## src/rtl/pulse_seq_pkg.sv

```systemverilog
// Shared types and default sizing for the pulse train sequencer.
package pulse_seq_pkg;

  localparam int DEF_CNT_W   = 3;
  localparam int DEF_WIDTH_W = 8;
  localparam int DEF_GAP_W   = 8;

  typedef enum logic [1:0] {
    IDLE,
    HIGH,
    LOW,
    GAP
  } seq_state_t;

endpackage

```

## src/rtl/pulse_timer.sv

```systemverilog
// Loadable down-counter; holds at zero until reloaded.
module pulse_timer
  import pulse_seq_pkg::*;
#(
  parameter int W = DEF_WIDTH_W
) (
  input  logic         clk,
  input  logic         rst,
  input  logic         load,
  input  logic [W-1:0] load_val,
  output logic [W-1:0] value,
  output logic         zero
);

  assign zero = (value == '0);

  always_ff @(posedge clk) begin
    if (rst) begin
      value <= '0;
    end else if (load) begin
      value <= load_val;
    end else if (!zero) begin
      value <= value - W'(1);
    end
  end

endmodule

```

## src/rtl/pulse_train_sequencer.sv

```systemverilog
// Abortable pulse train generator: N pulses of programmable high/low width,
// optionally repeated in bursts separated by a programmable gap.
module pulse_train_sequencer
  import pulse_seq_pkg::*;
#(
  parameter int CNT_W   = DEF_CNT_W,
  parameter int WIDTH_W = DEF_WIDTH_W,
  parameter int GAP_W   = DEF_GAP_W
) (
  input  logic               clk,
  input  logic               rst,
  input  logic               start,
  input  logic               abort,
  input  logic [CNT_W-1:0]   cfg_num,
  input  logic [WIDTH_W-1:0] cfg_high,
  input  logic [WIDTH_W-1:0] cfg_low,
  input  logic [GAP_W-1:0]   cfg_gap,
  input  logic               cfg_repeat,
  output logic               pulse_out,
  output logic               busy,
  output logic               done,
  output logic               aborted,
  output logic               cfg_err,
  output logic [CNT_W-1:0]   pulses_sent
);

  localparam int TIMER_W = (WIDTH_W > GAP_W) ? WIDTH_W : GAP_W;

  seq_state_t state, state_n;

  logic [CNT_W-1:0]   num_q;
  logic [WIDTH_W-1:0] high_q;
  logic [WIDTH_W-1:0] low_q;
  logic [GAP_W-1:0]   gap_q;
  logic               repeat_q;

  logic               latch_cfg;
  logic               timer_load;
  logic [TIMER_W-1:0] timer_val;
  logic [TIMER_W-1:0] timer_value;
  logic               timer_zero;
  logic               done_n;
  logic               aborted_n;
  logic               cfg_err_n;
  logic [CNT_W-1:0]   sent_n;

  // Reload values for the shared timer; zero low/gap widths stretch to one cycle.
  logic [TIMER_W-1:0] start_high_m1;
  logic [TIMER_W-1:0] high_m1;
  logic [TIMER_W-1:0] low_m1;
  logic [TIMER_W-1:0] gap_m1;

  assign start_high_m1 = TIMER_W'(cfg_high - WIDTH_W'(1));
  assign high_m1       = TIMER_W'(high_q - WIDTH_W'(1));
  assign low_m1        = (low_q == '0) ? '0 : TIMER_W'(low_q - WIDTH_W'(1));
  assign gap_m1        = (gap_q == '0) ? '0 : TIMER_W'(gap_q - GAP_W'(1));

  pulse_timer #(
    .W(TIMER_W)
  ) u_timer (
    .clk     (clk),
    .rst     (rst),
    .load    (timer_load),
    .load_val(timer_val),
    .value   (timer_value),
    .zero    (timer_zero)
  );

  always_comb begin
    state_n    = state;
    latch_cfg  = 1'b0;
    timer_load = 1'b0;
    timer_val  = '0;
    done_n     = 1'b0;
    aborted_n  = 1'b0;
    cfg_err_n  = 1'b0;
    sent_n     = pulses_sent;

    unique case (state)
      IDLE: begin
        if (start && !abort) begin
          if (cfg_num == '0 || cfg_high == '0) begin
            cfg_err_n = 1'b1;
          end else begin
            latch_cfg  = 1'b1;
            state_n    = HIGH;
            timer_load = 1'b1;
            timer_val  = start_high_m1;
            sent_n     = CNT_W'(1);
          end
        end
      end
      HIGH: begin
        if (abort) begin
          state_n   = IDLE;
          aborted_n = 1'b1;
        end else if (timer_zero) begin
          timer_load = 1'b1;
          if (pulses_sent < num_q) begin
            state_n   = LOW;
            timer_val = low_m1;
          end else if (repeat_q) begin
            state_n   = GAP;
            timer_val = gap_m1;
          end else begin
            state_n    = IDLE;
            timer_load = 1'b0;
            done_n     = 1'b1;
          end
        end
      end
      LOW: begin
        if (abort) begin
          state_n   = IDLE;
          aborted_n = 1'b1;
        end else if (timer_zero) begin
          state_n    = HIGH;
          timer_load = 1'b1;
          timer_val  = high_m1;
          sent_n     = pulses_sent + CNT_W'(1);
        end
      end
      GAP: begin
        if (abort) begin
          state_n   = IDLE;
          aborted_n = 1'b1;
        end else if (timer_zero) begin
          state_n    = HIGH;
          timer_load = 1'b1;
          timer_val  = high_m1;
          sent_n     = CNT_W'(1);
        end
      end
      default: state_n = IDLE;
    endcase
  end

  always_ff @(posedge clk) begin
    if (rst) begin
      state       <= IDLE;
      pulse_out   <= 1'b0;
      busy        <= 1'b0;
      done        <= 1'b0;
      aborted     <= 1'b0;
      cfg_err     <= 1'b0;
      pulses_sent <= '0;
    end else begin
      state       <= state_n;
      pulse_out   <= (state_n == HIGH);
      busy        <= (state_n != IDLE);
      done        <= done_n;
      aborted     <= aborted_n;
      cfg_err     <= cfg_err_n;
      pulses_sent <= sent_n;
    end
  end

  always_ff @(posedge clk) begin
    if (rst) begin
      num_q    <= '0;
      high_q   <= '0;
      low_q    <= '0;
      gap_q    <= '0;
      repeat_q <= 1'b0;
    end else if (latch_cfg) begin
      num_q    <= cfg_num;
      high_q   <= cfg_high;
      low_q    <= cfg_low;
      gap_q    <= cfg_gap;
      repeat_q <= cfg_repeat;
    end
  end

endmodule
```

## config.mk

```make
export PLATFORM = sky130hd
export DESIGN_NAME = pulse_train_sequencer
export DESIGN_NICKNAME = d
export VERILOG_FILES = /design/src/rtl/pulse_seq_pkg.sv /design/src/rtl/pulse_timer.sv /design/src/rtl/pulse_train_sequencer.sv
export SDC_FILE = /design/constraint.sdc
export NUM_CORES = 1
export LEC_CHECK = 0
export CORE_MARGIN = 2
export CORE_UTILIZATION = 54
export DETAILED_ROUTE_END_ITERATION = 8
export GPL_TIMING_DRIVEN = 0
export HOLD_SLACK_MARGIN = 0.02
export PLACE_DENSITY = 0.8
export REMOVE_ABC_BUFFERS = 1
export SLEW_MARGIN = 0
export SYNTH_ARGS = -nofsm -noshare
export SYNTH_HDL_FRONTEND = slang
export SYNTH_SLANG_ARGS = --single-unit
```

## constraint.sdc

```tcl
create_clock -name clk -period 2.84 [get_ports clk]
set_input_delay 0.284 -clock clk [delete_from_list [all_inputs] [get_ports clk]]
set_output_delay 0.284 -clock clk [all_outputs]
set_load 0.01 [all_outputs]
```

# Word level (Yosys, flattened, before mapping)
# Index checks and enable logic that the tools add are counted.
[classes]
n_reduce_logical = 17
addsub = 6
eq_ne = 11
bitwise = 5
n_lt_le_gt_ge = 1
mux = 42
[ops]
columns = ["cell", "count"]
rows = [
  ["two-way mux 8 bit", 12],
  ["subtractor 8 x 1 -> 8 bit, second input constant", 5],
  ["zero test 8 bit", 4],
  ["case mux 8 bit (3 select lines)", 1],
  ["two-way mux 3 bit", 6],
  ["two-way mux 2 bit", 8],
  ["inequality test 2 bit, second input constant", 7],
  ["two-way mux 1 bit", 12],
  ["case mux 3 bit (3 select lines)", 1],
  ["AND reduction 7 bit", 1],
  ["case mux 2 bit (3 select lines)", 1],
  ["OR reduction 3 bit", 2],
  ["inverter 1 bit", 5],
  ["OR reduction 5 bit", 1],
  ["equality test 2 x 1 -> 1 bit, second input constant", 2],
  ["equality test 2 bit, second input constant", 2],
  ["OR reduction 2 bit", 2],
  ["adder 3 x 1 -> 3 bit, second input constant", 1],
  ["zero test 3 bit", 1],
  ["less-than comparator 3 bit", 1],
  ["case mux 1 bit (3 select lines)", 1],
  ["nonzero test 3 bit", 1],
  ["zero test 2 bit", 1],
  ["nonzero test 2 bit", 1],
  ["3 further kinds", 3],
]
[word_totals]
wordCells = 95
reg_bits = 46

# Depth between registers and ports, before layout
[logic_depth]
word_depth = 8
depth_mapped = 9

# Modules after synthesis
# Synthesis repeated with hierarchy kept, for this count alone.
[unflattened]
cells_unflattened = 353
area_unflattened_um2 = 2722.6
[modules_own_cells]
columns = ["module", "area_per_inst_um2", "instances", "seq_area_each_um2", "cells_per_inst"]
rows = [
  ["pulse_train_sequencer", 2243.4, 1, 760.7, 296],
  ["pulse_timer", 479.2, 1, 160.2, 57],
]

# Worst setup path before layout
# No wires, ideal clock.
[synth_timing]
path_kind = "register to register"
start = "register u_timer.value[0]"
end = "register u_timer.value[6]"
path_slack_ns = 0.712
setup_time_ns = 0.134
path_buffers = 1
t_arrival_ns = 1.994
stages_incl_launch_ff = 10
cell_sequence = "dfxtp_1 -> inv_1 -> ha_1 -> or3b_2 -> nor3_1 -> a21oi_2 -> and2_4 -> buf_6 -> a211oi_2 -> a311oi_2"
[synth_between]
elab_chain_len = 5
[synth_lines]
columns = ["item", "line", "text"]
rows = [
  ["start, declared", "pulse_timer.sv:11", "output logic [W-1:0] value,"],
  ["start signal, assigned", "pulse_timer.sv:21", "value <= load_val;"],
  ["start signal, assigned", "pulse_timer.sv:23", "value <= value - W'(1);"],
  ["zero test 8 bit", "pulse_timer.sv:15", "assign zero = (value == '0);"],
  ["two-way mux 1 bit (tied with other cells)", "pulse_train_sequencer.sv:116, pulse_train_sequencer.sv:127", ""],
  ["two-way mux 1 bit (tied with other cells)", "pulse_train_sequencer.sv:113", "if (abort) begin"],
  ["case mux 1 bit (3 select lines) / case mux 8 bit (3 select lines) (equally long branches)", "pulse_train_sequencer.sv:79", "unique case (state)"],
  ["inequality test 2 bit (no source line) / two-way mux 8 bit (equally long branches)", "--", ""],
]
# Several ways; a longest one is shown, not always the timed one. The select of a mux whose other input is x is not followed.
# A chain may end at the register's enable or synchronous reset.

# Final worst setup path
[layout_timing]
start = "input abort"
end = "register u_timer.value[6]"
[layout_between]
elab_chain_len = 5
[layout_lines]
columns = ["item", "line", "text"]
rows = [
  ["start, declared", "pulse_train_sequencer.sv:13", "input logic abort,"],
  ["zero test 1 bit", "pulse_train_sequencer.sv:81", "if (start && !abort) begin"],
  ["logical AND 1 bit", "pulse_train_sequencer.sv:81", ""],
  ["two-way mux 1 bit / two-way mux 8 bit (equally long branches)", "pulse_train_sequencer.sv:81", ""],
  ["case mux 1 bit (3 select lines) / case mux 8 bit (3 select lines) (equally long branches)", "pulse_train_sequencer.sv:79", ""],
  ["inequality test 2 bit (no source line) / two-way mux 8 bit (equally long branches)", "--", ""],
]
# Several ways; a longest one is shown, not always the timed one.

==> run_results.csv <==
group,metric,value,unit
clock_network,h-tree-depth,2,
job,maxCapViolCount,0,
route,drtAntennaViolNets,0,
critical_path,r2r-start,"state[1]$_SDFF_PP0_",
sta,upper_clock_frequency_limit,0.391,GHz
layout,num_antenna_cells,0,
critical_path,timing.critical_path.cells,"clkdlybuf4s50_1 -> nor4b_1 -> nand2_4 -> o22ai_2 -> a211oi_2 -> a311oi_2",
place,post-place-ws,-0.524,ns
synth,synthesized_flop_and_latch_total,46,
synth,ys_types,51,
min_path,hold-path-cell-count,2,
synth,mappedNetlistArea,2710,um2
critical_path,endpoint_kind,"register",
sta,max_slew_margin_vs_limit,35.6,%
critical_path,worst_reg2reg_endpoint,"u_timer.value[6]$_SDFFE_PP0P_",
grt,overflow,0,
power,power_density,614,nW/um2
critical_path,r2r_setup_slack,0.38,ns
clock_network,clockRootBuffer,"clkbuf_8",
critical_path,critical-path-max-stage-delay,0.87,ns
grt,grt_first_pass_wirelength,9920,um
route,drcViolationCount,0,
sta,rsz0062_at_grt,"false",
grt,vias_in_the_first_global_route,2142,
sta,final-setup-viol-count,0,
floorplanning,core.rowCount,25,
critical_path,cp_num_buf_inv,1,
critical_path,worst_path_max_delay_cell,"nor4b_1",
sta,final-max-slew-violation-count,0,
min_path,worstHoldStart,"num_q[0]$_SDFFE_PP0P_",
floorplanning,effective_utilization_at_floorplan,56.6,%
layout,area_growth,18.4,%
route,post_drt_via_cell_ratio,5.50,
clock_network,worst_skew_pair.late_latency,0.30,ns
route,routedWlPerCell,13.3,um
critical_path,critical-path-top-delay-family,"simple AND/OR/NAND/NOR gates",
route,detailroute.via_count,2441,
grt,grt_start_max_net_pins,46,
place,place_hpwl,4270,um
outcome,status,"completed",
route,first_iter_violations,166,
place,placedInstanceArea,3090,um2
critical_path,worstPathMaxFanout,39,
layout,fin_area,3210,um2
layout,drive_above_1_share,7.96,%
route,final_routed_wirelength,5890,um
layout,fin_nets,420,
sta,timing_worst_slew_pin_value,0.952,ns
synth,gate_count_after_technology_mapping,346,
synth,synth.yosys.seq_area_share,34.0,%
synth,yosys_warnings,0,
critical_path,worst-r2r-cell-count,5,
critical_path,timing.critical_path.required,3.05,ns
floorplanning,floorplan.die.width,74.8,um
sta,minimum_clock_period,2.56,ns
floorplanning,fp.dieArea,5600,um2
min_path,hold_path.class,"register to register",
min_path,hold_path_end,"num_q[0]$_SDFFE_PP0P_",
critical_path,path_class,"input pin to register",
power,leakage,0.00121,uW
route,detail_route.first_pass.iterations,4,
clock_network,cts_tree,"yes",
clock_network,clock_path_buffers,2,
clock_network,cts_inserted_buffers,5,
synth,syn-mean-instance-area,7.83,um2
clock_network,clkTransAtPathRegs,0.09,ns
floorplanning,num_io_pins,40,
critical_path,cp_data_arrival_time,2.77,ns
sta,setup_tns,0,ns
sta,timing.final.hold_violations,0,
floorplanning,die_h,74.8,um
synth,ys_async_sr_fraction,0,%
grt,grt_use_total,22.7,%
clock_network,ctsHoldBuffers,0,
grt,grt_antenna_before_repair,0,
sta,hold-worst-slack,0.462,ns
floorplanning,design.core.area,4790,um2
synth,synth_edf_count,0,
place,port_buffers,39,
sta,clock_skew,0.00646,ns
clock_network,numClockSinks,46,
critical_path,critPathLaunchType,"input pin",
place,place.gp.congestion,0.848,
sta,final.setup.worst_slack,0.280,ns
synth,synth-main-ff-cell,"dfxtp_1",
sta,layout_worst_path_cycle_share,90.1,%
power,max-vdd-ir-drop,0.442,mV
## synthesized netlist by cell type (2+ instances only)
cell	n	area [um2]
a211oi_2	4	50.1
a21oi_1	34	170
nor2b_1	2	12.5
o22ai_2	2	25.0
dfxtp_1	46	921
mux2i_1	4	40.0
nor2_1	21	78.8
nand2_1	82	308
a31oi_1	4	25.0
a211oi_1	2	15.0
nand2b_1	3	18.8
nand3b_1	2	15.0
o21a_1	2	15.0
buf_1	2	7.51
o22ai_1	11	68.8
buf_6	3	33.8
nor3_1	12	60.1
o21ai_0	4	20.0
nor4_1	6	37.5
ha_1	12	150
nand3_1	5	25.0
clkbuf_1	6	22.5
o32ai_1	2	17.5
a21oi_2	3	26.3
nor3b_1	7	52.6
xnor2_1	11	96.3
xor2_1	13	114
inv_1	14	52.6
buf_2	5	25.0
## flip-flops by register name, summed over array words and instances (netlist names), 2 cells and up
signal and cells:
pulses_sent 3, gap_q 8, high_q 8, state 2
low_q 8, u_timer.value 8, num_q 3
## worst max-delay path by stage
stage | start | to | slack [ns] | cells after the start
after global routing | abort | u_timer.value[6]$_SDFFE_PP0P_ | 0.05 | 6
after CTS | cfg_high[2] | u_timer.value[5]$_SDFFE_PP0P_ | 0.12 | 7
final | abort | u_timer.value[6]$_SDFFE_PP0P_ | 0.28 | 6
after detailed placement | cfg_high[2] | u_timer.value[6]$_SDFFE_PP0P_ | -0.52 | 7
after global placement | cfg_high[2] | u_timer.value[6]$_SDFFE_PP0P_ | -0.59 | 7
after floorplan | state[1]$_SDFF_PP0_ | u_timer.value[6]$_SDFFE_PP0P_ | 0.62 | 5
## repair_timing
action,in CTS,in global routing
buffers inserted,0,0
resized for setup,1,2
endpoints found under the setup margin,9,6
## layer usage
metal | GRT usage (%) | share of wire (%)
met1 | 31.5 | 48
met4 | 5.36 | 0.68
met2 | 36.9 | 47
met5 | 0 | 0
met3 | 3.61 | 4.3
## metrics by stage
stage                     instances  utilization, %  total power (uW)
after floorplan                 330               -              1310
after global placement          436            64.7              1470
after detailed placement        436            64.5              1490
after CTS                       444            66.9              1970
after global routing            444            67.0              2090
final                           444            67.0              1970
## cell type report
type,count,area (um2)
well taps,67,83.8
clock buffers,5,68.8
fillers,407,1580
flip-flops and latches,46,921
repair buffers,39,385
inverters,14,52.6
clock inverters,3,40.0
multi-input cells,270,1660
## cells by family after synthesis
family,Yosys count,share of synthesized area (%)
buffers and inverters,30,5.22
muxes,4,1.48
xor gates and xnor gates,24,7.76
AOI/OAI and AO/OA,75,18.3
adders and majority gates,12,5.54
DFF,46,34.0
and+or+nand+nor,155,27.7
## report_power, final
part	internal (uW)	leakage, uW	switching (uW)
clock network	259	0.0000579	222
registers	714	0.000376	73.7
logic	324	0.000773	375
## placed cells by master, fill, tap and decap left out, types with 2 or more instances in the layout
cell             count
xor2_1              13
dfxtp_1             46
mux2i_1              4
clkinv_2             2
a21oi_1             34
nand3_1              5
o21ai_0              4
a31oi_1              4
clkdlybuf4s50_1     38
nand2b_1             3
ha_1                12
o21a_1               2
a21oi_2              3
a211oi_1             2
inv_1               14
o22ai_2              2
nand2_1             81
o22ai_1             11
nor2b_1              2
nor3b_1              7
a211oi_2             4
clkbuf_8             5
nor2_1              21
xnor2_1             11
nand3b_1             2
nor3_1              12
o32ai_1              2
nor4_1               6
## tightest hold or removal path: stages (launching register included)
cell     delay [ns]
dfxtp_1        0.31
nand2_1        0.05
a21oi_1        0.05
No activity file was read; power rests on OpenSTA's default activity.
